$ cat src/rtl/relu_layer_sequencer_pkg.sv
// relu_layer_sequencer_pkg: shared FSM encodings and index-width helper for the ReLU sequencer
package relu_layer_sequencer_pkg;
  localparam logic [1:0] ST_IDLE = 2'd0;
  localparam logic [1:0] ST_RUN  = 2'd1;
  localparam logic [1:0] ST_DONE = 2'd2;
  function automatic int clog2_min1(input int n);
    return (n > 1) ? $clog2(n) : 1;
  endfunction
endpackage

$ cat src/rtl/relu_layer_sequencer_relu.sv
// relu_layer_sequencer_relu: combinational ReLU, negative values clamp to zero
module relu_layer_sequencer_relu #(
  parameter int N = 8
) (
  input  logic [N-1:0] x,
  output logic [N-1:0] y
);
  assign y = x[N-1] ? '0 : x;
endmodule

$ cat src/rtl/relu_layer_sequencer.sv
// relu_layer_sequencer: streams one vector through a single shared ReLU unit, one element per cycle
module relu_layer_sequencer
  import relu_layer_sequencer_pkg::*;
#(
  parameter int N           = 8,
  parameter int NUM_NEURONS = 4,
  parameter int IDX_W       = clog2_min1(NUM_NEURONS)
) (
  input  logic                     clk,
  input  logic                     rst,
  input  logic                     in_valid,
  output logic                     in_ready,
  input  logic [N*NUM_NEURONS-1:0] in_vec,
  input  logic                     bypass,
  output logic                     out_valid,
  input  logic                     out_ready,
  output logic [N*NUM_NEURONS-1:0] out_vec,
  output logic [IDX_W:0]           nz_count,
  output logic                     busy
);
  logic [1:0]               state;
  logic [IDX_W-1:0]         index;
  logic [N*NUM_NEURONS-1:0] src, dst;
  logic                     bypass_q;
  logic [N-1:0]             cur, relu_y, wr_val;
  logic                     last;
  assign cur       = src[index*N +: N];
  assign wr_val    = bypass_q ? cur : relu_y;
  assign last      = index == IDX_W'(NUM_NEURONS - 1);
  assign in_ready  = state == ST_IDLE;
  assign out_valid = state == ST_DONE;
  assign busy      = state == ST_RUN || state == ST_DONE;
  assign out_vec   = dst;
  relu_layer_sequencer_relu #(.N(N)) u_relu (.x(cur), .y(relu_y));
  always_ff @(posedge clk) begin
    if (rst) begin
      state    <= ST_IDLE;
      index    <= '0;
      src      <= '0;
      dst      <= '0;
      bypass_q <= 1'b0;
      nz_count <= '0;
    end else if (state == ST_IDLE) begin
      if (in_valid) begin
        src      <= in_vec;
        bypass_q <= bypass;
        index    <= '0;
        nz_count <= '0;
        state    <= ST_RUN;
      end
    end else if (state == ST_RUN) begin
      dst[index*N +: N] <= wr_val;
      nz_count          <= nz_count + (IDX_W+1)'(|wr_val);
      index             <= last ? '0 : index + 1'b1;
      state             <= last ? ST_DONE : ST_RUN;
    end else if (state != ST_DONE || out_ready) begin
      state <= ST_IDLE;
    end
  end
endmodule
$ cat config.mk
export PLATFORM = sky130hd
export DESIGN_NAME = relu_layer_sequencer
export DESIGN_NICKNAME = d
export VERILOG_FILES = /design/src/rtl/relu_layer_sequencer_pkg.sv /design/src/rtl/relu_layer_sequencer_relu.sv /design/src/rtl/relu_layer_sequencer.sv
export SDC_FILE = /design/constraint.sdc
export NUM_CORES = 1
export LEC_CHECK = 0
export CORE_MARGIN = 2
export CORE_UTILIZATION = 49
export DETAILED_ROUTE_END_ITERATION = 6
export MAX_ROUTING_LAYER = met4
export PLACE_DENSITY_LB_ADDON = 0.08
export SYNTH_ARGS = -nofsm -noshare
export SYNTH_HDL_FRONTEND = slang
export SYNTH_SLANG_ARGS = --single-unit
$ cat constraint.sdc
create_clock -name clk -period 2.75 [get_ports clk]
set_clock_uncertainty 0.1 [all_clocks]
set_input_delay 0.6875 -clock clk [delete_from_list [all_inputs] [get_ports clk]]
set_output_delay 0.6875 -clock clk [all_outputs]
set_load 0.005 [all_outputs]
# Word level (Yosys, flattened, before mapping)
# Cells that the tools add are included.
dict set report word_totals {
  word_cells 43
  regBits 72
  inputBits 37
  out_inout_bits 38
}
dict set report op_classes {
  addsub 3
  bitwise 1
  reduce_logical 10
  shift 3
  mux 15
  eq_ne 5
}
# operator n
set ops {}
lappend ops {{$neg A5 Y34} 1}
lappend ops {{$shift A8 B34 Y32 const A} 1}
lappend ops {{$shiftx A8 B34 Y32} 1}
lappend ops {{$bwmux W32} 1}
lappend ops {{$shiftx A32 B6 Y8} 1}
lappend ops {{$mux W2} 9}
lappend ops {{$mux W3} 3}
lappend ops {{$mux W8} 1}
lappend ops {{$reduce_and A2 Y1} 4}
lappend ops {{$reduce_or A8 Y1} 1}
lappend ops {{$mux W7} 1}
lappend ops {{$eq A2 B2 Y1 const B} 2}
lappend ops {{$ne A2 B2 Y1 const B} 2}
lappend ops {{$add A3 B1 Y3} 1}
lappend ops {{$reduce_bool A3 Y1} 1}
lappend ops {{$add A2 B1 Y2 const B} 1}
lappend ops {{$eq A2 B1 Y1 const B} 1}
lappend ops {{$logic_not A2 Y1} 1}
lappend ops {{$logic_or A1 B1 Y1} 2}
lappend ops {{$reduce_bool A2 Y1} 1}
lappend ops {{$not A1 Y1} 1}

# Logic depth before layout (Yosys ltp)
dict set report depth {
  depth_word 7
  ltp_mapped 12
  depth_no_buf 10
}

# Hierarchy
# From an unflattened synthesis, not the netlist that was laid out.
dict set report unflattened {
  cells_unflattened 348
  area_unflattened_um2 3168.0
}
# module n_inst seq_area_each_um2 area_each_um2 cells_each
set by_module_without_submodules {}
lappend by_module_without_submodules {relu_layer_sequencer 1 1441.4 3113.0 339}
lappend by_module_without_submodules {relu_layer_sequencer_relu 1 0.0 55.1 9}

# Least setup slack after synthesis
# No wires, ideal clock.
dict set report synth_path {
  kind {register to register}
  start {register index[0]}
  end {register nz_count[2]}
  path_buffers 1
  setup_slack_ns 0.361
  setup_time_ns 0.128
  synth_period_minus_slack_ns 2.389
  t_required_ns 2.522
  arrival_time_ns 2.161
  stages_incl_launch_ff 12
  path_cell_list {dfxtp_1 > buf_6 > mux4_1 > o221a_2 > nor4_2 > o21ai_1 > ha_1 > ha_1 > nand2_1 > nor2_1 > o22ai_1 > nor2_1}
}
dict set report synth_between {
  elab_chain_len 7
}
# element line
set synth_rtl {}
lappend synth_rtl {{start: declaration} relu_layer_sequencer.sv:22} ;# logic [IDX_W-1:0] index;
lappend synth_rtl {{start signal: assignment} relu_layer_sequencer.sv:54} ;# index <= last ? '0 : index + 1'b1;
lappend synth_rtl {{$shiftx A32 B6 Y8 *} relu_layer_sequencer.sv:27} ;# assign cur = src[index*N +: N];
lappend synth_rtl {{$mux W7} relu_layer_sequencer_relu.sv:8} ;# assign y = x[N-1] ? '0 : x;
lappend synth_rtl {{$mux W8 *} relu_layer_sequencer.sv:28} ;# assign wr_val = bypass_q ? cur : relu_y;
lappend synth_rtl {{$reduce_or A8 Y1 *} relu_layer_sequencer.sv:53} ;# nz_count <= nz_count + (IDX_W+1)'(|wr_val);
lappend synth_rtl {{$add A3 B1 Y3 *} relu_layer_sequencer.sv:53}
lappend synth_rtl {{$mux W3 *} relu_layer_sequencer.sv:51} ;# end else if (state == ST_RUN) begin
lappend synth_rtl {{$mux W3 *} relu_layer_sequencer.sv:43} ;# end else if (state == ST_IDLE) begin
lappend synth_rtl {{end signal: assignment} relu_layer_sequencer.sv:53}
lappend synth_rtl {{end: declaration} relu_layer_sequencer.sv:18} ;# output logic [IDX_W:0] nz_count,
# Every way passes the cells marked *; elsewhere a longest branch is shown, timed or not. The select of a mux whose other input is x is not followed.
# A chain may end at the register's enable or synchronous reset.

# Worst setup path after layout
# Same ends and word-level chain as after synthesis.

==> flow_metrics.py <==
metrics = {
    "routing": {
        "num_vias": 2594,
        "post-route-drc-count": 0,
        "ant_nets": 0,
        "routed_via_density": 5.39,
        "wl_per_cell_um": 15.2,
        "drt_iter0_drc": 164,
        "routed_wl_mm": 7.31,
        "first_pass_iters": 5,
    },
    "sta": {
        "worst_pin_slew_ps": 762,
        "hold_slack_ps": 358,
        "timing.final.hold_violations": 0,
        "final_max_slew_viol_count": 0,
        "fmaxAchievable_ghz": 0.383,
        "finalSetupViolCount": 0,
        "finalSetupTns_ps": 0,
        "relSlewSlack_pct": 49.1,
        "fin_ws_ps": 140,
        "rsz0062_at_grt": "no",
        "period_share_pct": 94.9,
        "timing.final.crit_period_ps": 2610,
    },
    "clock_network": {
        "cts_setup_buffers": 0,
        "cts_made_buffers": 9,
        "clock_sinks": 72,
        "hold_buffers": 0,
        "cts_tree": "built",
        "cts_buffer_depth": 2,
        "h-tree-depth": 3,
        "clkTransAtPathRegs_ps": 70,
        "cts-root-buf": "clkbuf_8",
        "clk_latency_ps": 340,
    },
    "floorplan": {
        "rows": 28,
        "die_y_um": 83.2,
        "initial_core_util_pct": 51.4,
        "dieArea_sq_mm": 0.00693,
        "ios": 75,
        "die_w_um": 83.2,
        "core-area_sq_mm": 0.00599,
    },
    "placed_design": {
        "dpl.hpwl_mm": 5.19,
        "port_buffers": 74,
        "dp_slack_ps": 96.9,
        "placed_area_sq_mm": 0.00386,
        "gp_congestion": 0.771,
    },
    "global_route": {
        "grt_pass1_wl_mm": 12.1,
        "grt_pass1_vias": 2423,
        "grt_overflow": 0,
        "antenna_found_initial": 0,
        "grt_usage_pct": 22.3,
        "grt_max_degree": 38,
    },
    "critical_path": {
        "critPathKind": "flip-flop to flip-flop",
        "crit_path_max_incr_delay_ps": 550,
        "cp-end-kind": "flip-flop",
        "crit_arrival_ps": 2740,
        "cp.required_ps": 2880,
        "critical_path.startpoint_type": "flip-flop",
        "path_cells": "buf_4 > mux4_2 > nor4_1 > o21ai_1 > ha_1 > ha_1 > nand2_1 > nor2_1 > o22ai_1 > nor2_1",
        "worst_path_max_delay_cell": "mux4_2",
        "critPathMaxFanout": 13,
    },
    "pwr": {
        "power_mw": 2.41,
        "p_sw_mw": 0.566,
        "p_sw_share_pct": 23.4,
        "clkPwrFrac_pct": 42.1,
        "cellInternalPower_mw": 1.85,
        "power_per_cell_area_mw_per_mm2": 588,
        "pwr-share-seq_pct": 45.9,
        "ir_drop_mv": 0.383,
        "combPwrFrac_pct": 12.0,
        "p_leak_nw": 1.50,
    },
    "synthesis": {
        "syn_nets": 379,
        "synth_warnings": 0,
        "synth_top_area_share_pct": 46.8,
        "synth.cell_area_sq_mm": 0.00308,
        "synth_edf_count": 0,
        "ys_seq_elements": 72,
        "synth_area_per_cell_sq_um": 9.30,
        "synth-async-reset-ratio_pct": 0,
        "synth_cells": 331,
        "synth.area.top_cells": "dfxtp_1 47%, a22oi_1 8.8%, nand2_1 8.8%, a21oi_1 5.5%, nor2_1 5.0%",
        "synth-seq-area-share_pct": 46.8,
        "synth_flop_cell": "dfxtp_1",
        "synth_top_area_cell": "dfxtp_1",
        "synth.distinct_cells": 33,
    },
    "final_layout": {
        "drive_gt1_share_pct": 11.1,
        "fin_area_sq_mm": 0.00410,
        "n_antenna_cell": 0,
        "area_growth_pct": 33.4,
        "nets": 449,
    },
    "worst_hold_path": {
        "hp-class": "flip-flop to flip-flop",
    },
    "run": {
        "drv_cap": 0,
    },
    "run_status": {
        "status": "complete, no violations",
    },
}
cell usage after synthesis, types with 2 or more instances:
library cell / instances
dfxtp_1: 72
nand2_1: 72
nor2_1: 41
a22oi_1: 36
a21oi_1: 34
clkbuf_1: 12
ha_1: 11
o221a_2: 7
mux4_2: 5
buf_2: 4
inv_1: 4
buf_1: 3
mux4_1: 3
nand2b_1: 3
o22ai_1: 3
and2_1: 2
mux2i_1: 2
nor4b_2: 2
cells in the final DEF (no fill, tap or decap), types with 4 or more instances in the layout:
cell	instances
dfxtp_1	70
clkdlybuf4s50_1	73
ha_1	11
clkbuf_8	10
a22oi_1	36
mux4_2	5
inv_1	4
buf_4	6
nor2_1	41
o221a_2	7
nand2_1	72
a21oi_1	34
cells by family after synthesis:
| kind of cell | share of synthesized area (%) |
|---|---|
| adder cells (fa/ha/maj) | 4.47 |
| AND/OR/NAND/NOR | 18.5 |
| AO/OA/AOI/OAI | 18.4 |
| flip-flops | 46.8 |
| buffers and inverters | 4.23 |
| multiplexers | 7.60 |
flip-flops by register name, indices dropped and copies added, names as in the netlist:
| signal | cells |
|---|---|
| out_vec | 32 |
| nz_count | 3 |
| state | 2 |
| index | 2 |
| bypass_q | 1 |
| src | 32 |
through the flow:
| step | utilization, % | std cells |
|---|---|---|
| after global routing | 68.5 | 481 |
| after CTS | 68.5 | 481 |
| after detailed placement | 64.4 | 465 |
| final | 68.5 | 481 |
| after global placement | 64.4 | 465 |
| after floorplan | - | 331 |
layer usage:
layer / up-vias / GRT usage (%) / wire length (um)
li1: 1301 / - / -
met1: 1220 / 26.9 / 3240
met2: 67 / 37.1 / 3660
met3: 6 / 5.57 / 309
met4: 0 / 6.41 / 97
met5: - / - / 0
what timing repair did:
item                                    in CTS  in global routing
endpoints found under the setup margin       0                  3
hold endpoints to repair                     0                  0
resized for setup                            0                  2
power by group through the flow:
| stage | logic [mW] | registers, mW | clock network, mW |
|---|---|---|---|
| finish | 0.290 | 1.11 | 1.02 |
| global route | 0.318 | 1.11 | 1.08 |
| CTS | 0.290 | 1.11 | 1.03 |
| detailed placement | 0.289 | 1.13 | 0 |
| global placement | 0.283 | 1.13 | 0 |
| floorplan | 0.187 | 1.12 | 0 |
layout make-up:
class | instances | area, sq um
clock buffers | 11 | 141
fillers | 482 | 1890
multi-input cells | 233 | 1510
repair buffers | 81 | 801
flip-flops and latches | 72 | 1440
clock inverters | 5 | 104
well taps | 75 | 93.8
inverters | 4 | 15.0
worst max-delay path: cells and delay by family, from the launching register on:
kind,cells,cell delay [ps]
AO/OA/AOI/OAI,2,290
adder cells (fa/ha/maj),2,390
buffers and inverters,1,270
flip-flops,1,420
multiplexers,1,550
AND/OR/NAND/NOR,4,500
worst paths after layout:
check        slack (ps)     start     endpoint  depth (start not counted)
max                 140  index[0]  nz_count[2]                         10
min                 360   src[19]      src[19]                          2
max reg2reg         140  index[0]  nz_count[2]                         10
min reg2reg         360   src[19]      src[19]                          2
Note: power is estimated with default switching activity, not from simulation.
